$ cat src/rtl/clock_div_meter.sv
// Measures a divided clock against the clock that feeds the divider.
//
// The meter samples div_clk with clk and counts how many clk cycles pass
// between two rising edges of div_clk, and how many of those cycles div_clk
// was high. It compares each measured period with the programmed divide value.
// It asserts locked after LOCK_COUNT matching periods in a row. If no edge
// arrives for TIMEOUT cycles, it sets a sticky timeout flag.
//
// Ports:
//   clk          timebase; the same clock that drives the divider
//   reset        synchronous, active-high
//   div_clk      divided clock under test (asynchronous, synchronized here)
//   enable       measurement enable; dropping it returns to idle and clears flags
//   expected_n   programmed divide value; 0 and 1 mean bypass (no comparison)
//   period       last rising-to-rising period in clk cycles
//   high_time    clk cycles div_clk was sampled high within that period
//   period_valid one-cycle pulse when period/high_time update
//   locked       LOCK_COUNT consecutive periods equal to expected_n
//   mismatch     one-cycle pulse with period_valid when the period is wrong
//   timeout      sticky; no rising edge within TIMEOUT cycles
module clock_div_meter #(
  parameter int unsigned SIZE       = 3,
  parameter int unsigned CNT_W      = 12,
  parameter int unsigned TIMEOUT    = 1024,
  parameter int unsigned LOCK_COUNT = 4
) (
  input  logic             clk,
  input  logic             reset,
  input  logic             div_clk,
  input  logic             enable,
  input  logic [SIZE-1:0]  expected_n,
  output logic [CNT_W-1:0] period,
  output logic [CNT_W-1:0] high_time,
  output logic             period_valid,
  output logic             locked,
  output logic             mismatch,
  output logic             timeout
);

  localparam logic [CNT_W-1:0] TimeoutLast = CNT_W'(TIMEOUT - 1);
  localparam logic [3:0]       LockCnt     = 4'(LOCK_COUNT);

  typedef enum logic [1:0] {StIdle, StArm, StMeas} state_e;

  state_e           state_q;
  logic             s1_q, s2_q, s3_q;
  logic [CNT_W-1:0] cnt_q, hcnt_q, tcnt_q;
  logic [3:0]       match_q;
  logic [SIZE-1:0]  exp_q;
  logic [CNT_W-1:0] period_q, high_time_q;
  logic             period_valid_q, locked_q, mismatch_q, timeout_q;

  logic             rise;
  logic             tmo_hit;
  logic             exp_changed;
  logic             bypass;
  logic             period_match;
  logic [CNT_W-1:0] cnt_inc, hcnt_inc;
  logic [3:0]       match_next;

  always_comb begin
    rise         = s2_q & ~s3_q;
    tmo_hit      = (tcnt_q == TimeoutLast);
    exp_changed  = (expected_n != exp_q);
    bypass       = ({1'b0, expected_n} < (SIZE + 1)'(2));
    period_match = (cnt_q == CNT_W'(expected_n));
    // Counters saturate at all-ones rather than wrapping.
    cnt_inc      = (&cnt_q) ? cnt_q : cnt_q + 1'b1;
    hcnt_inc     = (s2_q && !(&hcnt_q)) ? hcnt_q + 1'b1 : hcnt_q;
    match_next   = (match_q >= LockCnt) ? LockCnt : match_q + 4'd1;
  end

  always_ff @(posedge clk) begin
    if (reset) begin
      state_q        <= StIdle;
      s1_q           <= 1'b0;
      s2_q           <= 1'b0;
      s3_q           <= 1'b0;
      cnt_q          <= '0;
      hcnt_q         <= '0;
      tcnt_q         <= '0;
      match_q        <= '0;
      exp_q          <= '0;
      period_q       <= '0;
      high_time_q    <= '0;
      period_valid_q <= 1'b0;
      locked_q       <= 1'b0;
      mismatch_q     <= 1'b0;
      timeout_q      <= 1'b0;
    end else begin
      s1_q           <= div_clk;
      s2_q           <= s1_q;
      s3_q           <= s2_q;
      exp_q          <= expected_n;
      period_valid_q <= 1'b0;
      mismatch_q     <= 1'b0;

      if (!enable) begin
        // period/high_time keep their last values for readback.
        state_q   <= StIdle;
        cnt_q     <= '0;
        hcnt_q    <= '0;
        tcnt_q    <= '0;
        match_q   <= '0;
        locked_q  <= 1'b0;
        timeout_q <= 1'b0;
      end else begin
        unique case (state_q)
          StIdle: begin
            cnt_q   <= '0;
            hcnt_q  <= '0;
            tcnt_q  <= '0;
            state_q <= StArm;
          end
          StArm: begin
            if (rise) begin
              cnt_q   <= CNT_W'(1);
              hcnt_q  <= CNT_W'(1);
              tcnt_q  <= '0;
              state_q <= StMeas;
            end else if (tmo_hit) begin
              timeout_q <= 1'b1;
              locked_q  <= 1'b0;
              match_q   <= '0;
              tcnt_q    <= '0;
            end else begin
              tcnt_q <= tcnt_q + 1'b1;
            end
          end
          StMeas: begin
            if (rise) begin
              // The rise cycle itself is the first cycle of the next period.
              period_q       <= cnt_q;
              high_time_q    <= hcnt_q;
              period_valid_q <= 1'b1;
              cnt_q          <= CNT_W'(1);
              hcnt_q         <= CNT_W'(1);
              tcnt_q         <= '0;
              if (bypass) begin
                match_q  <= '0;
                locked_q <= 1'b0;
              end else if (period_match) begin
                match_q  <= match_next;
                locked_q <= (match_next == LockCnt);
              end else begin
                mismatch_q <= 1'b1;
                match_q    <= '0;
                locked_q   <= 1'b0;
              end
            end else if (tmo_hit) begin
              timeout_q <= 1'b1;
              locked_q  <= 1'b0;
              match_q   <= '0;
              cnt_q     <= '0;
              hcnt_q    <= '0;
              tcnt_q    <= '0;
              state_q   <= StArm;
            end else begin
              cnt_q  <= cnt_inc;
              hcnt_q <= hcnt_inc;
              tcnt_q <= tcnt_q + 1'b1;
            end
          end
          default: state_q <= StIdle;
        endcase

        // A new divide value invalidates any lock history; overrides the compare.
        if (exp_changed) begin
          match_q  <= '0;
          locked_q <= 1'b0;
        end
      end
    end
  end

  assign period       = period_q;
  assign high_time    = high_time_q;
  assign period_valid = period_valid_q;
  assign locked       = locked_q;
  assign mismatch     = mismatch_q;
  assign timeout      = timeout_q;

endmodule

$ cat config.mk
export PLATFORM = sky130hd
export DESIGN_NAME = clock_div_meter
export DESIGN_NICKNAME = d
export VERILOG_FILES = /design/src/rtl/clock_div_meter.sv
export SDC_FILE = /design/constraint.sdc
export NUM_CORES = 1
export LEC_CHECK = 0
export CORE_ASPECT_RATIO = 1.4
export CORE_MARGIN = 2
export CORE_UTILIZATION = 41
export CTS_BUF_LIST = sky130_fd_sc_hd__clkbuf_2 sky130_fd_sc_hd__clkbuf_4 sky130_fd_sc_hd__clkbuf_8
export DETAILED_ROUTE_END_ITERATION = 10
export PLACE_DENSITY = 0.7
export REMOVE_ABC_BUFFERS = 1
export SLEW_MARGIN = 15
export SYNTH_ARGS = -nofsm -noshare
export SYNTH_HDL_FRONTEND = slang
export SYNTH_SLANG_ARGS = --single-unit
$ cat constraint.sdc
create_clock -name clk -period 3.4 [get_ports clk]
set_input_delay 0.68 -clock clk [delete_from_list [all_inputs] [get_ports clk]]
set_output_delay 0.68 -clock clk [all_outputs]
set_load 0.01 [all_outputs]
# After elaboration in Yosys (flattened, before gate mapping)

Cells that the tools add are included.

Register bits: 76
Output and inout port bits: 28
Word-level logic and storage cells: 88

$add $sub $neg: 4
Order comparisons: 2
Eq/ne operators: 12
Muxes and demuxes: 31
Bitwise operators: 5
Reduce and logical (&&, ||, !) cells: 19

Operators with widths:

| operator                                                                             | number |
|---|---|
| 12-bit two-way mux                                                                   | 9 |
| 12-bit case mux with 3 select lines                                                  | 2 |
| 12-bit by 1-bit adder with 12-bit output (second input constant)                     | 3 |
| 4-bit two-way mux                                                                    | 6 |
| 12-bit case mux with 2 select lines                                                  | 1 |
| 12-bit AND reduction                                                                 | 2 |
| 3-bit AND reduction                                                                  | 5 |
| 12-bit by 10-bit == test with 1-bit output (second input constant)                   | 1 |
| 12-bit by 3-bit == test with 1-bit output                                            | 1 |
| 2-bit != test (second input constant)                                                | 4 |
| 4-bit != test (second input constant)                                                | 2 |
| 4-bit case mux with 2 select lines                                                   | 1 |
| 1-bit two-way mux                                                                    | 7 |
| 2-bit two-way mux                                                                    | 3 |
| 2-bit case mux with 3 select lines                                                   | 1 |
| 3-bit OR reduction                                                                   | 2 |
| 5-bit OR reduction                                                                   | 1 |
| 4-bit by 1-bit adder with 4-bit output (second input constant)                       | 1 |
| 4-bit by 3-bit == test with 1-bit output (second input constant)                     | 1 |
| 4-bit by 3-bit greater-or-equal comparator with 1-bit output (second input constant) | 1 |
| 1-bit inverter                                                                       | 4 |
| 2-bit nonzero test                                                                   | 2 |
| 2-bit OR reduction                                                                   | 2 |
| 3-bit by 2-bit less-than comparator with 1-bit output (second input constant)        | 1 |
| 10 further kinds                                                                     | 10 |

# Logic depth before layout (Yosys ltp)

Gate-level depths: netlist (run 1).

Word-level depth: 7
Depth in mapped cells: 8
Gate-level depth less buffers: 7

# Worst setup path after synthesis (run 1)

OpenSTA, ideal clock, no wires.

Path type: input -> register
Start point: input port reset
End point: register hcnt_q[7]
Arrival time: 1.984 ns
Setup slack: 1.342 ns
Cell stages on the path: 7
Buffers on the path: 2
Cells stage by stage: clkbuf_1 > nor2b_1 > nand4_2 > nor2_1 > buf_2 > nand2_1 > a31oi_2

Cells in the longest elaborated chain, start to end: 1

RTL lines:

| item                                | line | RTL |
|---|---|---|
| start, declared                     | 28   | `input logic reset,` |
| 2-bit OR reduction (no source line) | n/a  |  |
| end signal, assigned                | 160  | `hcnt_q <= hcnt_inc;` |
| end, declared                       | 47   | `logic [CNT_W-1:0] cnt_q, hcnt_q, tcnt_q;` |

No other way between the ends.
A chain may end at the register's enable or synchronous reset.

# Worst setup path after layout (run 1)

Start point: register tcnt_q[0]
End point: register cnt_q[11]

Cells in the longest elaborated chain, start to end: 4
Elaborated cells between the ends (all ways): 6
Those cells by class: eq/ne: 2; mux: 3; reduce/logical: 1

RTL lines:

| item                                         | line | RTL |
|---|---|---|
| start, declared                              | 47   |  |
| start signal, assigned                       | 127  | `tcnt_q <= tcnt_q + 1'b1;` |
| start signal, assigned                       | 161  | `tcnt_q <= tcnt_q + 1'b1;` |
| 12-bit by 10-bit == test with 1-bit output * | 63   | `tmo_hit = (tcnt_q == TimeoutLast);` |
| 12-bit two-way mux                           | 150  | `end else if (tmo_hit) begin` |
| 12-bit two-way mux                           | 131  | `if (rise) begin` |
| 12-bit case mux with 3 select lines          | 108  | `unique case (state_q)` |
| end signal, assigned                         | 159  | `cnt_q <= cnt_inc;` |
| end, declared                                | 47   |  |

Mark *: on every way between the ends. The rest lies on a longest branch, timed or not.

==> flow_summary.json, run 1 <==
{
  "internal_power_w": 0.00120,
  "dieArea_um2": 9570,
  "cts.sinks": 76,
  "powerDensity_nw_per_um2": 377,
  "fmax_mhz": 405,
  "cp-start-kind": "register",
  "ff2ff_path_depth": 8,
  "row_count": 40,
  "ys_seq_area_share_pct": 42.2,
  "place_hpwl_um": 5590,
  "setup_ws_ns": 0.933,
  "ir_drop_v": 0.000181,
  "fillers": 811,
  "cts_tree": "done",
  "fin_area_um2": 4170,
  "grt_max_degree": 33,
  "synth_area_um2": 3610,
  "routabilityCongestion": 0.815,
  "post_cts_buffers": 0,
  "wl_um": 8000,
  "synth_edf_count": 0,
  "fp.dieW_um": 83.3,
  "sw_frac_of_total_pct": 23.7,
  "tightest_slew_ns": 0.825,
  "cpMostUsedCell": "buf_4",
  "cp_data_arrival_time_ns": 2.71,
  "ys_ff_latch": 76,
  "layout-drive-gt1-share_pct": 10.5,
  "dp_worst_setup_slack_ns": 0.697,
  "cp_max_fo": 19,
  "relSlewSlack_pct": 45.0,
  "worst_skew_pair.late_latency_ns": 0.36,
  "rrSetupSlack_ns": 0.93,
  "total_leakage_power_nw": 1.37,
  "crit_chain": "ha_1 > nand3_2 > nor3_2 > buf_4 > nor2_1 > buf_4 > and3_1 > a221o_1",
  "mostFrequentLayoutCells": "nand2_1 (88), dfxtp_1 (76), a21oi_1 (42)",
  "tns_ns": 0,
  "p_seq_share_pct": 57.2,
  "grt_pass1_vias": 2991,
  "async_flop_share_pct": 0,
  "dp_cells": 545,
  "slew_violations": 0,
  "cp-endpoint": "cnt_q[11]",
  "grt_pass1_wl_um": 13500,
  "instances_no_fill": 561,
  "yosys_warnings": 0,
  "p_comb_share_pct": 4.6,
  "max_stage_delay_ns": 0.53,
  "finalNetCount": 467,
  "port_buffers": 34,
  "cts.clk_slew.worst_paths_ns": 0.08,
  "final_hold_viol_count": 0,
  "antenna_found_initial": 0,
  "placed_area_um2": 4000,
  "num_vias": 3200,
  "drtIter0Drc": 198,
  "firstDrtPassIters": 5,
  "hold_buffers": 0,
  "ant_nets": 0,
  "maxCapViolations": 0,
  "grt.total_usage_pct": 17.1,
  "syn_avg_cell_area_um2": 8.47,
  "clkPwrFrac_pct": 38.2,
  "ys_types": 53,
  "overflow": 0,
  "diodes": 0,
  "cts_root_buf": "clkbuf_8",
  "clock_skew_ns": 0.00971,
  "outcome": "completed",
  "startpoint": "tcnt_q[0]",
  "cts_resized": 0,
  "vias_per_cell": 5.70,
  "rsz0062_at_grt": "no",
  "r2r_end": "cnt_q[11]",
  "r2r-start": "tcnt_q[0]",
  "cts_buffers": 9,
  "area_delta_synth_final_pct": 15.6,
  "setup_viol": 0,
  "avgRoutedWirePerCell_um": 14.3,
  "period_needed_ns": 2.47,
  "die_h_um": 115,
  "start_util_pct": 42.1,
  "timing.final.crit_share_pct": 72.6,
  "end_kind": "register",
  "required_ns": 3.64,
  "crit_type": "register to register",
  "hold_class": "register to register",
  "synth_ff_type": "dfxtp_1",
  "core_area_um2": 8560,
  "p_sw_w": 0.000373,
  "io_pins": 35,
  "cts.path.max_buffers": 2,
  "syn-instance-count": 426,
  "ctsHtreeMaxLevel": 3,
  "layout_commonest_cell": "nand2_1",
  "drc": 0,
  "cp_slowest_cell": "nor3_2"
}
area by class of cell:
type / count / area [µm²] / area share, %
well taps: 105 / 131 / 3.15
clock inverters: 6 / 30.0 / 0.720
clock buffers: 10 / 138 / 3.30
multi-input cells: 321 / 1960 / 46.9
flip-flops and latches: 76 / 1520 / 36.5
inverters: 4 / 15.0 / 0.360
repair buffers: 39 / 378 / 9.06
synthesized netlist by cell type (7+ instances only):
library cell | number | area, µm²
ha_1 | 9 | 113
buf_2 | 10 | 50.1
clkbuf_1 | 14 | 52.6
nor2_1 | 26 | 97.6
and3_1 | 7 | 43.8
dfxtp_1 | 76 | 1520
nand3_1 | 17 | 85.1
a21oi_1 | 42 | 210
a41oi_1 | 12 | 105
nor2b_1 | 9 | 56.3
nor3_1 | 10 | 50.1
a31oi_1 | 11 | 68.8
o21ai_0 | 14 | 70.1
nand2_1 | 88 | 330
a31oi_2 | 9 | 113
metal layers:
metal / routed length (µm) / vias up / GRT usage, %
met5: 0 / - / 0
met2: 3980 / 64 / 29.9
met4: 184 / 0 / 8.42
met1: 3560 / 1516 / 20.1
li1: - / 1608 / -
met3: 286 / 12 / 3.16
worst min path at each step:
stage	from	to	depth (start not counted)
finish	s1_q	s2_q	1
global route	high_time[5]	high_time[5]	2
CTS	period[7]	period[7]	2
detailed placement	s1_q	s2_q	1
global placement	s1_q	s2_q	1
floorplan	s1_q	s2_q	1
cells by family (layout without fill, tap and decap cells):
group                    count (synthesis)  after routing  synth area share [%]
AO/OA/AOI/OAI                          114            114                  22.5
XOR/XNOR                                 6              6                  1.46
adder cells (fa/ha/maj)                  9              9                  3.12
buffers and inverters                   29             59                  3.57
flip-flops                              76             76                  42.2
AND/OR/NAND/NOR                        192            192                  27.1
worst max-delay path, delay by kind of cell (launching register included):
kind / cells / cell delay [ns]
and+or+nand+nor: 4 / 0.93
buffers and inverters: 2 / 0.47
DFF: 1 / 0.44
adders and majority gates: 1 / 0.26
AOI/OAI and AO/OA: 1 / 0.25
stage by stage:
| stage | utilization (%) | power (W) | hold WS [ns] |
|---|---|---|---|
| 2_1_floorplan | - | 0.000961 | 0.414 |
| 3_3_place_gp | 46.8 | 0.000989 | 0.443 |
| 3_5_place_dp | 46.8 | 0.000991 | 0.436 |
| 4_1_cts | 48.7 | 0.00159 | 0.456 |
| 5_1_grt | 48.7 | 0.00163 | 0.473 |
| 6_report | 48.7 | 0.00157 | 0.450 |
power by group through the flow:
stage          logic (W)  registers (W)  clock network [W]
2_1_floorplan  0.0000432       0.000918                  0
3_3_place_gp   0.0000708       0.000919                  0
3_5_place_dp   0.0000720       0.000919                  0
4_1_cts        0.0000727       0.000898           0.000619
5_1_grt        0.0000795       0.000899           0.000656
6_report       0.0000728       0.000898           0.000600
state kept, by name (all words and copies together) (netlist names):
name,flops
cnt_q,12
hcnt_q,12
high_time,12
period,12
tcnt_q,12
match_q,4
exp_q,3
state_q,2
locked,1
mismatch,1
period_valid,1
s1_q,1
s2_q,1
s3_q,1
timeout,1
Power figures use the tool's default switching activity.
==> run 2: changes to the inputs <==
==> constraint.sdc (replaced) <==
create_clock -name clk -period 2.5 [get_ports clk]
set_input_delay 0.5 -clock clk [delete_from_list [all_inputs] [get_ports clk]]
set_output_delay 0.5 -clock clk [all_outputs]
set_load 0.01 [all_outputs]
==> run 2 against run 1 <==
  * Wire length barely moved
  * Sequential cell count is the same
  * Sequential share of layout area is 1.0 points lower
  * Combinational power grew 41%
  * Core utilization increased by 1.4 points
  * Via count fell by 1.2%
  * Non-clock buffer count rose by 11
  * Die area is the same
  * Cell count up 2.0%
  * Maximum frequency is 10% higher
  * Global-route usage rose by 0.096 points
  * Highest routed layer unchanged
==> flow_summary.json, run 2 (same netlist as run 1, synthesis figures left out) <==
{
  "outcome": "completed",
  "post_cts_buffers": 0,
  "cts.path.max_buffers": 2,
  "ir_drop_v": 0.000293,
  "avgRoutedWirePerCell_um": 14.0,
  "fmax_mhz": 446,
  "firstDrtPassIters": 4,
  "total_leakage_power_nw": 1.44,
  "required_ns": 2.74,
  "cp-start-kind": "register",
  "dieArea_um2": 9570,
  "ctsHtreeMaxLevel": 3,
  "mostFrequentLayoutCells": "nand2_1 (88), dfxtp_1 (76), a21oi_1 (42)",
  "relSlewSlack_pct": 65.4,
  "die_h_um": 115,
  "timing.final.crit_share_pct": 89.6,
  "ant_nets": 0,
  "grt_pass1_vias": 2866,
  "cp_data_arrival_time_ns": 2.48,
  "fin_util_pct": 50.1,
  "area_delta_synth_final_pct": 19.0,
  "hold_buffers": 0,
  "cp_max_fo": 10,
  "port_buffers": 34,
  "clock_skew_ns": 0.0122,
  "end_kind": "register",
  "drtIter0Drc": 127,
  "core_area_um2": 8560,
  "rsz0062_at_grt": "no",
  "start_util_pct": 42.1,
  "tns_ns": 0,
  "r2r-start": "tcnt_q[0]",
  "diodes": 0,
  "slew_violations": 0,
  "cts.sinks": 76,
  "grt.total_usage_pct": 17.2,
  "cts.clk_slew.worst_paths_ns": 0.08,
  "wl_um": 7990,
  "cts_root_buf": "clkbuf_8",
  "startpoint": "tcnt_q[0]",
  "instances_no_fill": 572,
  "maxCapViolations": 0,
  "finalNetCount": 478,
  "routabilityCongestion": 0.854,
  "drc": 0,
  "hold_class": "register to register",
  "row_count": 40,
  "io_pins": 35,
  "crit_type": "register to register",
  "layout-drive-gt1-share_pct": 12.6,
  "dp_cells": 556,
  "fp.dieW_um": 83.3,
  "powerDensity_nw_per_um2": 534,
  "final_hold_viol_count": 0,
  "vias_per_cell": 5.53,
  "cts_tree": "done",
  "layout_commonest_cell": "nand2_1",
  "grt_pass1_wl_um": 13300,
  "period_needed_ns": 2.24,
  "worst_skew_pair.late_latency_ns": 0.36,
  "tightest_slew_ns": 0.516,
  "cts_resized": 0,
  "place_hpwl_um": 5710,
  "overflow": 0,
  "antenna_found_initial": 0,
  "hp-start": "s1_q",
  "setup_viol": 0,
  "cts_buffers": 9,
  "num_vias": 3161,
  "grt_max_degree": 34
}
-- run 2: cell types whose count changed in the layout (fill, tap and decap cells not counted) --
cell,delta
bufinv_16,+1
clkbuf_4,+1
clkbuf_8,+1
clkinvlp_4,+1
clkinv_2,-4
buf_4,+11
-- run 2: worst max-delay path: stages (launching register included) --
cell     delay [ns]
dfxtp_1        0.44
ha_1           0.26
nand3_2        0.17
nor3_2         0.50
buf_4          0.22
nor4_4         0.04
buf_4          0.19
a41oi_1        0.25
a31oi_2        0.06
-- run 2: metrics by stage --
step | hold WS (ns) | total power, W | instance area (µm²) | worst slack (ns)
2_1_floorplan | 0.414 | 0.00131 | 3490 | 0.0910
3_3_place_gp | 0.439 | 0.00135 | 4090 | 0.115
3_5_place_dp | 0.434 | 0.00135 | 4090 | 0.0671
4_1_cts | 0.452 | 0.00231 | 4290 | 0.281
5_1_grt | 0.465 | 0.00237 | 4290 | 0.110
6_report | 0.441 | 0.00229 | 4290 | 0.259
-- run 2: final timing paths --
check	endpoint	slack, ns	cells past startpoint
worst max-delay path	hcnt_q[11]	0.26	8
worst min register to register	s2_q	0.44	1
worst min-delay path	s2_q	0.44	1
worst max register to register	hcnt_q[11]	0.26	8
-- run 2: layer usage --
metal  global-route usage, %  share of wire [%]
met5                       0                  0
met4                    9.29                1.7
met3                    2.44                3.6
met2                    30.9                 51
met1                    19.6                 43
-- run 2: report_power, final --
part           total, W  internal, W  switching (W)
logic          0.000103    0.0000416      0.0000613
clock network  0.000966     0.000523       0.000443
registers       0.00122      0.00122     0.00000544
total           0.00229      0.00178       0.000510
-- run 2: cell type report --
class	count	area [µm²]
multi-input cells	321	1960
fillers	801	4270
inverters	4	15.0
clock buffers	12	159
well taps	105	131
repair buffers	50	460
flip-flops and latches	76	1520
clock inverters	4	47.5
